--- src/rtl/cmp_pkg.sv ---
// -----------------------------------------------------------------------------
// cmp_pkg
// Shared definitions for the serial slice comparator:
//   - FSM state encodings (2-bit, legacy-compatible localparams)
//   - SLICE_W: bits compared per cycle
//   - slice_cfg(): derives slice count and slice-index width from WIDTH
// -----------------------------------------------------------------------------
package cmp_pkg;

    localparam logic [1:0] ST_IDLE = 2'd0;
    localparam logic [1:0] ST_RUN  = 2'd1;
    localparam logic [1:0] ST_DONE = 2'd2;

    localparam int SLICE_W = 2;

    typedef struct packed {
        logic [31:0] nslice;
        logic [31:0] idx_w;
    } slice_cfg_t;

    // Number of slices and the index width needed to address them (min 1 bit).
    function automatic slice_cfg_t slice_cfg(input int width);
        slice_cfg_t cfg;
        int         n;
        n          = width / SLICE_W;
        cfg.nslice = 32'(n);
        cfg.idx_w  = (n > 1) ? 32'($clog2(n)) : 32'd1;
        return cfg;
    endfunction

endpackage

--- src/rtl/two_bit_comparator.sv ---
// -----------------------------------------------------------------------------
// two_bit_comparator
// Combinational magnitude comparator for one 2-bit unsigned slice.
// Ports:
//   a_i, b_i : slice operands
//   eq_o     : a_i == b_i
//   gt_o     : a_i >  b_i
//   lt_o     : a_i <  b_i
// -----------------------------------------------------------------------------
module two_bit_comparator
    import cmp_pkg::*;
(
    input  logic [SLICE_W-1:0] a_i,
    input  logic [SLICE_W-1:0] b_i,
    output logic               eq_o,
    output logic               gt_o,
    output logic               lt_o
);

    assign eq_o = (a_i == b_i);
    assign gt_o = (a_i >  b_i);
    assign lt_o = (a_i <  b_i);

endmodule

--- src/rtl/serial_slice_comparator.sv ---
// -----------------------------------------------------------------------------
// serial_slice_comparator
// Multi-cycle unsigned magnitude comparator. One 2-bit slice of the latched
// operands is fed per cycle, MSB slice first, to a single two_bit_comparator;
// the first unequal slice decides gt/lt, otherwise eq.
// Ports:
//   clk   : clock, all state on posedge
//   rst   : synchronous active-high reset
//   start : request, accepted in IDLE or DONE only
//   a, b  : operands, sampled on the accepted start
//   busy  : high while scanning (RUN)
//   done  : one-cycle pulse, high exactly in DONE
//   eq/gt/lt : registered verdict, held until the next accepted start
// Configuration macro:
//   EARLY_EXIT_EN : stop scanning at the first unequal slice; otherwise every
//                   slice is scanned for constant latency.
// -----------------------------------------------------------------------------
module serial_slice_comparator
    import cmp_pkg::*;
#(
    parameter int WIDTH = 8
) (
    input  logic             clk,
    input  logic             rst,
    input  logic             start,
    input  logic [WIDTH-1:0] a,
    input  logic [WIDTH-1:0] b,
    output logic             busy,
    output logic             done,
    output logic             eq,
    output logic             gt,
    output logic             lt
);

    localparam slice_cfg_t            CFG     = slice_cfg(WIDTH);
    localparam int                    NSLICE  = int'(CFG.nslice);
    localparam int                    IDX_W   = int'(CFG.idx_w);
    localparam logic [IDX_W-1:0]      IDX_TOP = IDX_W'(NSLICE - 1);
    localparam logic [IDX_W-1:0]      IDX_ONE = IDX_W'(1);

    logic [1:0]       state_q, state_d;
    logic [WIDTH-1:0] a_q, a_d;
    logic [WIDTH-1:0] b_q, b_d;
    logic [IDX_W-1:0] idx_q, idx_d;
    logic             eq_q, eq_d;
    logic             gt_q, gt_d;
    logic             lt_q, lt_d;
    logic             busy_q;
    logic             done_q;

    logic [SLICE_W-1:0] a_slice_s;
    logic [SLICE_W-1:0] b_slice_s;
    logic               cmp_eq_s;
    logic               cmp_gt_s;
    logic               cmp_lt_s;
    logic               last_s;

`ifndef EARLY_EXIT_EN
    // Sticky record of the first unequal slice so later slices cannot override it.
    logic seen_q, seen_d;
    logic vgt_q, vgt_d;
    logic vlt_q, vlt_d;
`endif

    // Current slice of the latched operands; index scaled by SLICE_W (=2).
    assign a_slice_s = a_q[{idx_q, 1'b0} +: SLICE_W];
    assign b_slice_s = b_q[{idx_q, 1'b0} +: SLICE_W];

    two_bit_comparator u_cmp (
        .a_i  (a_slice_s),
        .b_i  (b_slice_s),
        .eq_o (cmp_eq_s),
        .gt_o (cmp_gt_s),
        .lt_o (cmp_lt_s)
    );

`ifdef EARLY_EXIT_EN
    assign last_s = !cmp_eq_s || (idx_q == {IDX_W{1'b0}});
`else
    assign last_s = (idx_q == {IDX_W{1'b0}});
`endif

    // Next-state and datapath update for the sequencer FSM.
    always_comb begin
        state_d = state_q;
        a_d     = a_q;
        b_d     = b_q;
        idx_d   = idx_q;
        eq_d    = eq_q;
        gt_d    = gt_q;
        lt_d    = lt_q;
`ifndef EARLY_EXIT_EN
        seen_d  = seen_q;
        vgt_d   = vgt_q;
        vlt_d   = vlt_q;
`endif
        case (state_q)
            ST_IDLE, ST_DONE: begin
                if (start) begin
                    a_d     = a;
                    b_d     = b;
                    idx_d   = IDX_TOP;
                    eq_d    = 1'b0;
                    gt_d    = 1'b0;
                    lt_d    = 1'b0;
`ifndef EARLY_EXIT_EN
                    seen_d  = 1'b0;
                    vgt_d   = 1'b0;
                    vlt_d   = 1'b0;
`endif
                    state_d = ST_RUN;
                end else begin
                    state_d = ST_IDLE;
                end
            end
            ST_RUN: begin
`ifdef EARLY_EXIT_EN
                if (last_s) begin
                    eq_d    = cmp_eq_s;
                    gt_d    = cmp_gt_s;
                    lt_d    = cmp_lt_s;
                    state_d = ST_DONE;
                end else begin
                    idx_d   = idx_q - IDX_ONE;
                end
`else
                if (!seen_q && !cmp_eq_s) begin
                    seen_d = 1'b1;
                    vgt_d  = cmp_gt_s;
                    vlt_d  = cmp_lt_s;
                end else begin
                    seen_d = seen_q;
                end
                if (last_s) begin
                    eq_d    = !seen_q && cmp_eq_s;
                    gt_d    = seen_q ? vgt_q : cmp_gt_s;
                    lt_d    = seen_q ? vlt_q : cmp_lt_s;
                    state_d = ST_DONE;
                end else begin
                    idx_d   = idx_q - IDX_ONE;
                end
`endif
            end
            default: begin
                state_d = ST_IDLE;
            end
        endcase
    end

    // State and output registers; busy/done decode the next state so they are registered.
    always_ff @(posedge clk) begin
        if (rst) begin
            state_q <= ST_IDLE;
            a_q     <= {WIDTH{1'b0}};
            b_q     <= {WIDTH{1'b0}};
            idx_q   <= {IDX_W{1'b0}};
            eq_q    <= 1'b0;
            gt_q    <= 1'b0;
            lt_q    <= 1'b0;
            busy_q  <= 1'b0;
            done_q  <= 1'b0;
`ifndef EARLY_EXIT_EN
            seen_q  <= 1'b0;
            vgt_q   <= 1'b0;
            vlt_q   <= 1'b0;
`endif
        end else begin
            state_q <= state_d;
            a_q     <= a_d;
            b_q     <= b_d;
            idx_q   <= idx_d;
            eq_q    <= eq_d;
            gt_q    <= gt_d;
            lt_q    <= lt_d;
            busy_q  <= (state_d == ST_RUN);
            done_q  <= (state_d == ST_DONE);
`ifndef EARLY_EXIT_EN
            seen_q  <= seen_d;
            vgt_q   <= vgt_d;
            vlt_q   <= vlt_d;
`endif
        end
    end

    assign busy = busy_q;
    assign done = done_q;
    assign eq   = eq_q;
    assign gt   = gt_q;
    assign lt   = lt_q;

endmodule
--- config.mk ---
export PLATFORM = sky130hd
export DESIGN_NAME = serial_slice_comparator
export DESIGN_NICKNAME = d
export VERILOG_FILES = /design/src/rtl/cmp_pkg.sv /design/src/rtl/two_bit_comparator.sv /design/src/rtl/serial_slice_comparator.sv
export SDC_FILE = /design/constraint.sdc
export NUM_CORES = 1
export LEC_CHECK = 0
export ABC_AREA = 1
export CAP_MARGIN = 10
export CORE_ASPECT_RATIO = 1.75
export CORE_MARGIN = 2
export CORE_UTILIZATION = 50
export DETAILED_ROUTE_END_ITERATION = 7
export HOLD_SLACK_MARGIN = 0.15
export PLACE_DENSITY = 0.88
export SYNTH_ARGS = -nofsm -noshare
export SYNTH_HDL_FRONTEND = slang
export SYNTH_SLANG_ARGS = --single-unit
--- constraint.sdc ---
create_clock -name clk -period 2.04 [get_ports clk]
set_clock_uncertainty 0.2 [all_clocks]
set_input_delay 0.612 -clock clk [delete_from_list [all_inputs] [get_ports clk]]
set_output_delay 0.612 -clock clk [all_outputs]
set_load 0.02 [all_outputs]
; ---- After elaboration in Yosys (flattened, before gate mapping)
; Index checks and enable logic that the tools add are counted.
[word_totals]
inputBits = 19
reg_bits = 28
elab_cells = 59
output_inout_bits = 5
[op_classes]
reduce_logical = 12
n_mux = 21
order_cmp = 2
n_shift = 2
n_eq_ne = 9
add_sub_neg = 1
[ops]
columns = op, n
row1 = 8-bit by 4-bit indexed part select with 2-bit output, 2
row2 = 1-bit case mux with 2 select lines, 6
row3 = 1-bit 2-to-1 mux, 10
row4 = 3-bit AND reduction, 3
row5 = 2-bit inequality test (second input constant), 4
row6 = 2-bit case mux with 2 select lines, 2
row7 = 2-bit 2-to-1 mux, 3
row8 = 2-bit by 1-bit equality test with 1-bit output (second input constant), 2
row9 = 2-bit equality test (second input constant), 2
row10 = 2-bit logical NOT, 2
row11 = 2-bit equality test, 1
row12 = 2-bit > comparator, 1
row13 = 1-bit logical AND, 2
row14 = 1-bit logical NOT, 2
row15 = 2-bit < comparator, 1
row16 = 2-bit AND reduction, 1
row17 = 2-bit nonzero test, 1
row18 = 2-bit OR reduction, 1
row19 = 2-bit by 1-bit subtractor with 2-bit output (second input constant), 1

; ---- Logic depth before layout (Yosys ltp)
[logic_depth]
depth_word = 6
mapped_depth = 11
ltp_nobuf = 10

; ---- By module
; A second synthesis with hierarchy kept.
[hier_totals]
cells_unflattened = 175
hier_area_um2 = 1263.7
[modules_own_cells]
columns = module, cells_per_inst, seq_area_each_um2, instances, area_each_um2
row1 = serial_slice_comparator, 164, 560.5, 1, 1198.6
row2 = two_bit_comparator, 11, 0.0, 1, 65.1

; ---- Least setup slack after synthesis
; Ideal clock, no wire load.
[synth_timing]
kind = register to register
from = register idx_q[0]
to = register vlt_q
stages_incl_launch_ff = 10
period_less_slack_ns = 1.785
setup_time_ns = 0.064
n_path_buf = 1
t_required_ns = 1.776
setup_slack_ns = 0.255
t_arrival_ns = 1.521
cell_sequence = dfxtp_1 > buf_6 > clkinv_1 > o21ai_0 > o22ai_1 > ha_1 > nand2_1 > nand3_2 > and2_1 > nor2_1
[synth_via]
elab_chain_len = 6
elab_cells_between_ends = 10
classes_between = order compare: 1 / eq/ne: 2 / shift: 2 / mux: 2 / reduce/logical: 3
[synth_lines]
columns = item, line
row1 = from (decl), serial_slice_comparator.sv:44  ; logic [IDX_W-1:0] idx_q, idx_d;
row2 = from (signal assigned), serial_slice_comparator.sv:156  ; idx_q <= {IDX_W{1'b0}};
row3 = from (signal assigned), serial_slice_comparator.sv:171  ; idx_q <= idx_d;
row4 = 8-bit by 4-bit indexed part select with 2-bit output (on tied branches), "serial_slice_comparator.sv:66, serial_slice_comparator.sv:67"
row5 = 2-bit equality test, two_bit_comparator.sv:20  ; assign eq_o = (a_i == b_i);
row6 = 1-bit logical NOT, serial_slice_comparator.sv:127  ; if (!seen_q && !cmp_eq_s) begin
row7 = 1-bit logical AND, serial_slice_comparator.sv:127
row8 = 2-bit inequality test (no line), n/a
row9 = 3-bit AND reduction (no line), n/a
row10 = to (signal assigned), serial_slice_comparator.sv:180  ; vlt_q <= vlt_d;
row11 = to (decl), serial_slice_comparator.sv:62  ; logic vlt_q, vlt_d;
; Several ways; a longest one is shown, not always the timed one. The select of a mux whose other input is x is not followed.
; A chain may end at the register's enable or synchronous reset.

; ---- Worst setup path after layout
; Same ends and word-level chain as after synthesis.

==> reports/results.txt <==
Hold Crit Class -> reg2reg
Skew-Pair Late Insertion Delay -> 0.28 ns
PD cells -> 875.6 nW/um2
Critical Path AT -> 1.95 ns
Drt pass-1 iters -> 4
Post-synth top cells -> nor2_1, dfxtp_1, o21ai_0
Post-Syn Instances -> 168
Layout Nets -> 217
CP endpoint kind -> flop
Setup Viol. Count Final -> 0
Via count -> 1167
Total core area -> 2331 um2
CP Max Fanout -> 9
Cell-internal power -> 1.009 mW
Slew Viols, Final -> 0
IO Pins -> 24
Number of global-route vias before repair -> 1167
CP max stage delay -> 0.36 ns
Routed WL -> 2.853 mm
Total track usage -> 21.23%
Layout fillers -> 176
Post-synth ARST share -> 0%
Layout cells sized above 1 -> 8.247%
Clock buffer depth -> 2
Port bufs -> 23
Die width -> 41.67 um
Peak VDD IR -> 0.5815 mV
Root Driver -> clkbuf_8
Netlist cell types -> 21
MaxCap Viol Count -> 0
CTS tree -> built
GPL Wtd Cong -> 0.7678
Fin crit period -> 1.930 ns
Fmax achieved -> 518.2 MHz
Required time of the critical path -> 2.06 ns
Flop pwr share -> 45.4%
Clk sinks -> 28
Top cell type's share of synthesized area -> 45.16%
Fin crit share -> 94.59%
Syn Std Cell Area -> 1241 um2
H-Tree Depth -> 1
Die Ht -> 69.91 um
Die area -> 2913 um2
First-pass GRT wire length -> 4.747 mm
Initial DRC count -> 21
Sw Ratio -> 27.65%
Gate power share -> 23.4%
Seq cells post-synth -> 28
Setup TNS -> 0 ns
Fin. Hold Viols -> 0
Status -> finished, final reports clean
Synthesized Nets -> 190
Number of nets still failing antenna checks after routing -> 0
Multi-input gate area -> 583.1 um2
Sequential cell area -> 561.8 um2
Largest net degree at the start of global routing -> 25
NetSw -> 385.6 uW
Most used flip-flop cell after synthesis -> dfxtp_1
Clock network fraction of total power -> 31.1%
Synth top area cells -> dfxtp_1, nor2_1, o21ai_0
Mapped Avg Cell Area -> 7.388 um2
Vias per cell -> 5.329
Clk slew on worst S/H paths -> 0.09 ns
Most numerous cell in the Yosys netlist -> nor2_1
Yosys top cell by area -> dfxtp_1
CTS Buf Count -> 3
CP top delay family -> simple AND/OR/NAND/NOR gates
Placed wire-length estimate -> 2.039 mm
Inserted Diodes -> 0
Area grow syn2layout -> 28.33%
Initial antenna violation count -> 0
Final Util -> 68.33%
Crit start category -> flop
Synth Warn # -> 0
Row count -> 23
Worst Path Buf+Inv -> 1
Register area share after synthesis -> 45.16%
Routed length per instance -> 13.03 um
CP Class -> reg2reg
Leak Pwr -> 0.7517 nW
Drt drc -> 0
Unrepaired setup endpoints after global routing -> no
Slew headroom -> 83.90%
Initial core utilization -> 53.25%
Post-synth EDFFs -> 0
Crit path max-delay cell type -> dfxtp_2
CP Cell Sequence -> buf_4 > o21ai_0 > o22a_1 > ha_1 > nand2_1 > nand3_2 > and2_1 > nor2_1
Global route overflow -> 0
Worst Tran Pin Value -> 0.2389 ns
## metrics by stage
step / area [um2] / hold WS (ns) / total power, mW / setup slack [ns] / instances
finish: 1593 / 0.2977 / 1.395 / 0.1104 / 219
global route: 1593 / 0.3325 / 1.465 / 0.006056 / 219
CTS: 1568 / 0.2969 / 1.393 / 0.01011 / 218
detailed placement: 1496 / 0.2783 / 0.9585 / 0.05691 / 214
global placement: 1496 / 0.2628 / 0.9461 / 0.1219 / 214
floorplan: 1241 / 0.2495 / 0.8550 / 0.2554 / 168
## power groups by stage
stage          registers, mW  clock network, mW  logic, mW
3_3_place_gp           0.642                  0      0.304
5_1_grt                0.638              0.457      0.370
4_1_cts                0.631              0.437      0.324
3_5_place_dp           0.643                  0      0.315
2_1_floorplan          0.645                  0      0.210
6_report               0.634              0.434      0.327
## placed cells by master (no fill, tap or decap)
| cell type | netlist | layout |
|---|---|---|
| inv_1 | 11 | 11 |
| a21oi_1 | 6 | 6 |
| clkinvlp_4 | 0 | 1 |
| dlymetal6s2s_1 | 0 | 5 |
| inv_2 | 1 | 1 |
| nand3_2 | 1 | 1 |
| o22a_1 | 2 | 2 |
| clkdlybuf4s50_1 | 0 | 18 |
| buf_12 | 0 | 1 |
| bufinv_16 | 0 | 1 |
| dfxtp_1 | 28 | 27 |
| ha_1 | 3 | 3 |
| nand3_1 | 4 | 4 |
| o22ai_1 | 2 | 2 |
| nand3b_1 | 2 | 2 |
| nand2_4 | 1 | 1 |
| nor2_4 | 2 | 2 |
| nand2_1 | 17 | 17 |
| and2_1 | 1 | 1 |
| clkbuf_8 | 0 | 3 |
| nand4_1 | 1 | 1 |
| o21ai_0 | 27 | 27 |
| buf_4 | 1 | 4 |
| nor2_1 | 52 | 52 |
| dfxtp_2 | 0 | 1 |
## path summary, 6_finish.rpt
path                                            end  cells past startpoint  slack (ns)                  start
worst max-delay path             vlt_q$_SDFFE_PP0P_                      8        0.11  idx_q[0]$_SDFFE_PP0P_
worst min-delay path            b_q[4]$_SDFFE_PP0N_                      2        0.30    b_q[4]$_SDFFE_PP0N_
worst max register to register   vlt_q$_SDFFE_PP0P_                      8        0.11  idx_q[0]$_SDFFE_PP0P_
worst min register to register  b_q[4]$_SDFFE_PP0N_                      2        0.30    b_q[4]$_SDFFE_PP0N_
## routing by layer
| layer | GRT usage [%] | vias to the layer above | share of wire (%) |
|---|---|---|---|
| met4 | 15.05 | 0 | 4.5 |
| met5 | 0 | - | 0 |
| met1 | 20.79 | 528 | 37 |
| met2 | 38.89 | 30 | 56 |
| li1 | - | 595 | - |
| met3 | 2.842 | 14 | 2.5 |
## sequential cells by signal (all words and copies together) (netlist names)
name	count
done	1
lt	1
seen_q	1
a_q	8
gt	1
b_q	8
state_q	2
idx_q	2
eq	1
vgt_q	1
vlt_q	1
busy	1
## worst reg2reg max path, delay by kind of cell, from the launching register on
| kind | cells | cell delay (ns) |
|---|---|---|
| adder cells (fa/ha/maj) | 1 | 0.34 |
| AND/OR/NAND/NOR | 4 | 0.49 |
| AO/OA/AOI/OAI | 2 | 0.34 |
| buffers and inverters | 1 | 0.16 |
| flip-flops | 1 | 0.36 |
## layout make-up
type / instances / area share (%)
multi-input cells: 121 / 36.61
clock buffers: 3 / 2.592
repair buffers: 28 / 18.38
flip-flops and latches: 28 / 35.27
inverters: 13 / 3.299
well taps: 25 / 1.964
clock inverters: 1 / 1.885
## logic make-up after synthesis
group                    Yosys count  synth area share [%]
buffers and inverters             19                 7.863
AND/OR/NAND/NOR                   81                 28.23
AO/OA/AOI/OAI                     37                 15.73
flip-flops                        28                 45.16
adder cells (fa/ha/maj)            3                 3.025
## timing repair
| action | 4_1_cts | 5_1_grt |
|---|---|---|
| hold buffers | 0 | 0 |
| setup endpoints to repair | 0 | 9 |
| resized for setup | 0 | 7 |
| buffers inserted | 0 | 1 |
No activity file was read; power rests on OpenSTA's default activity.
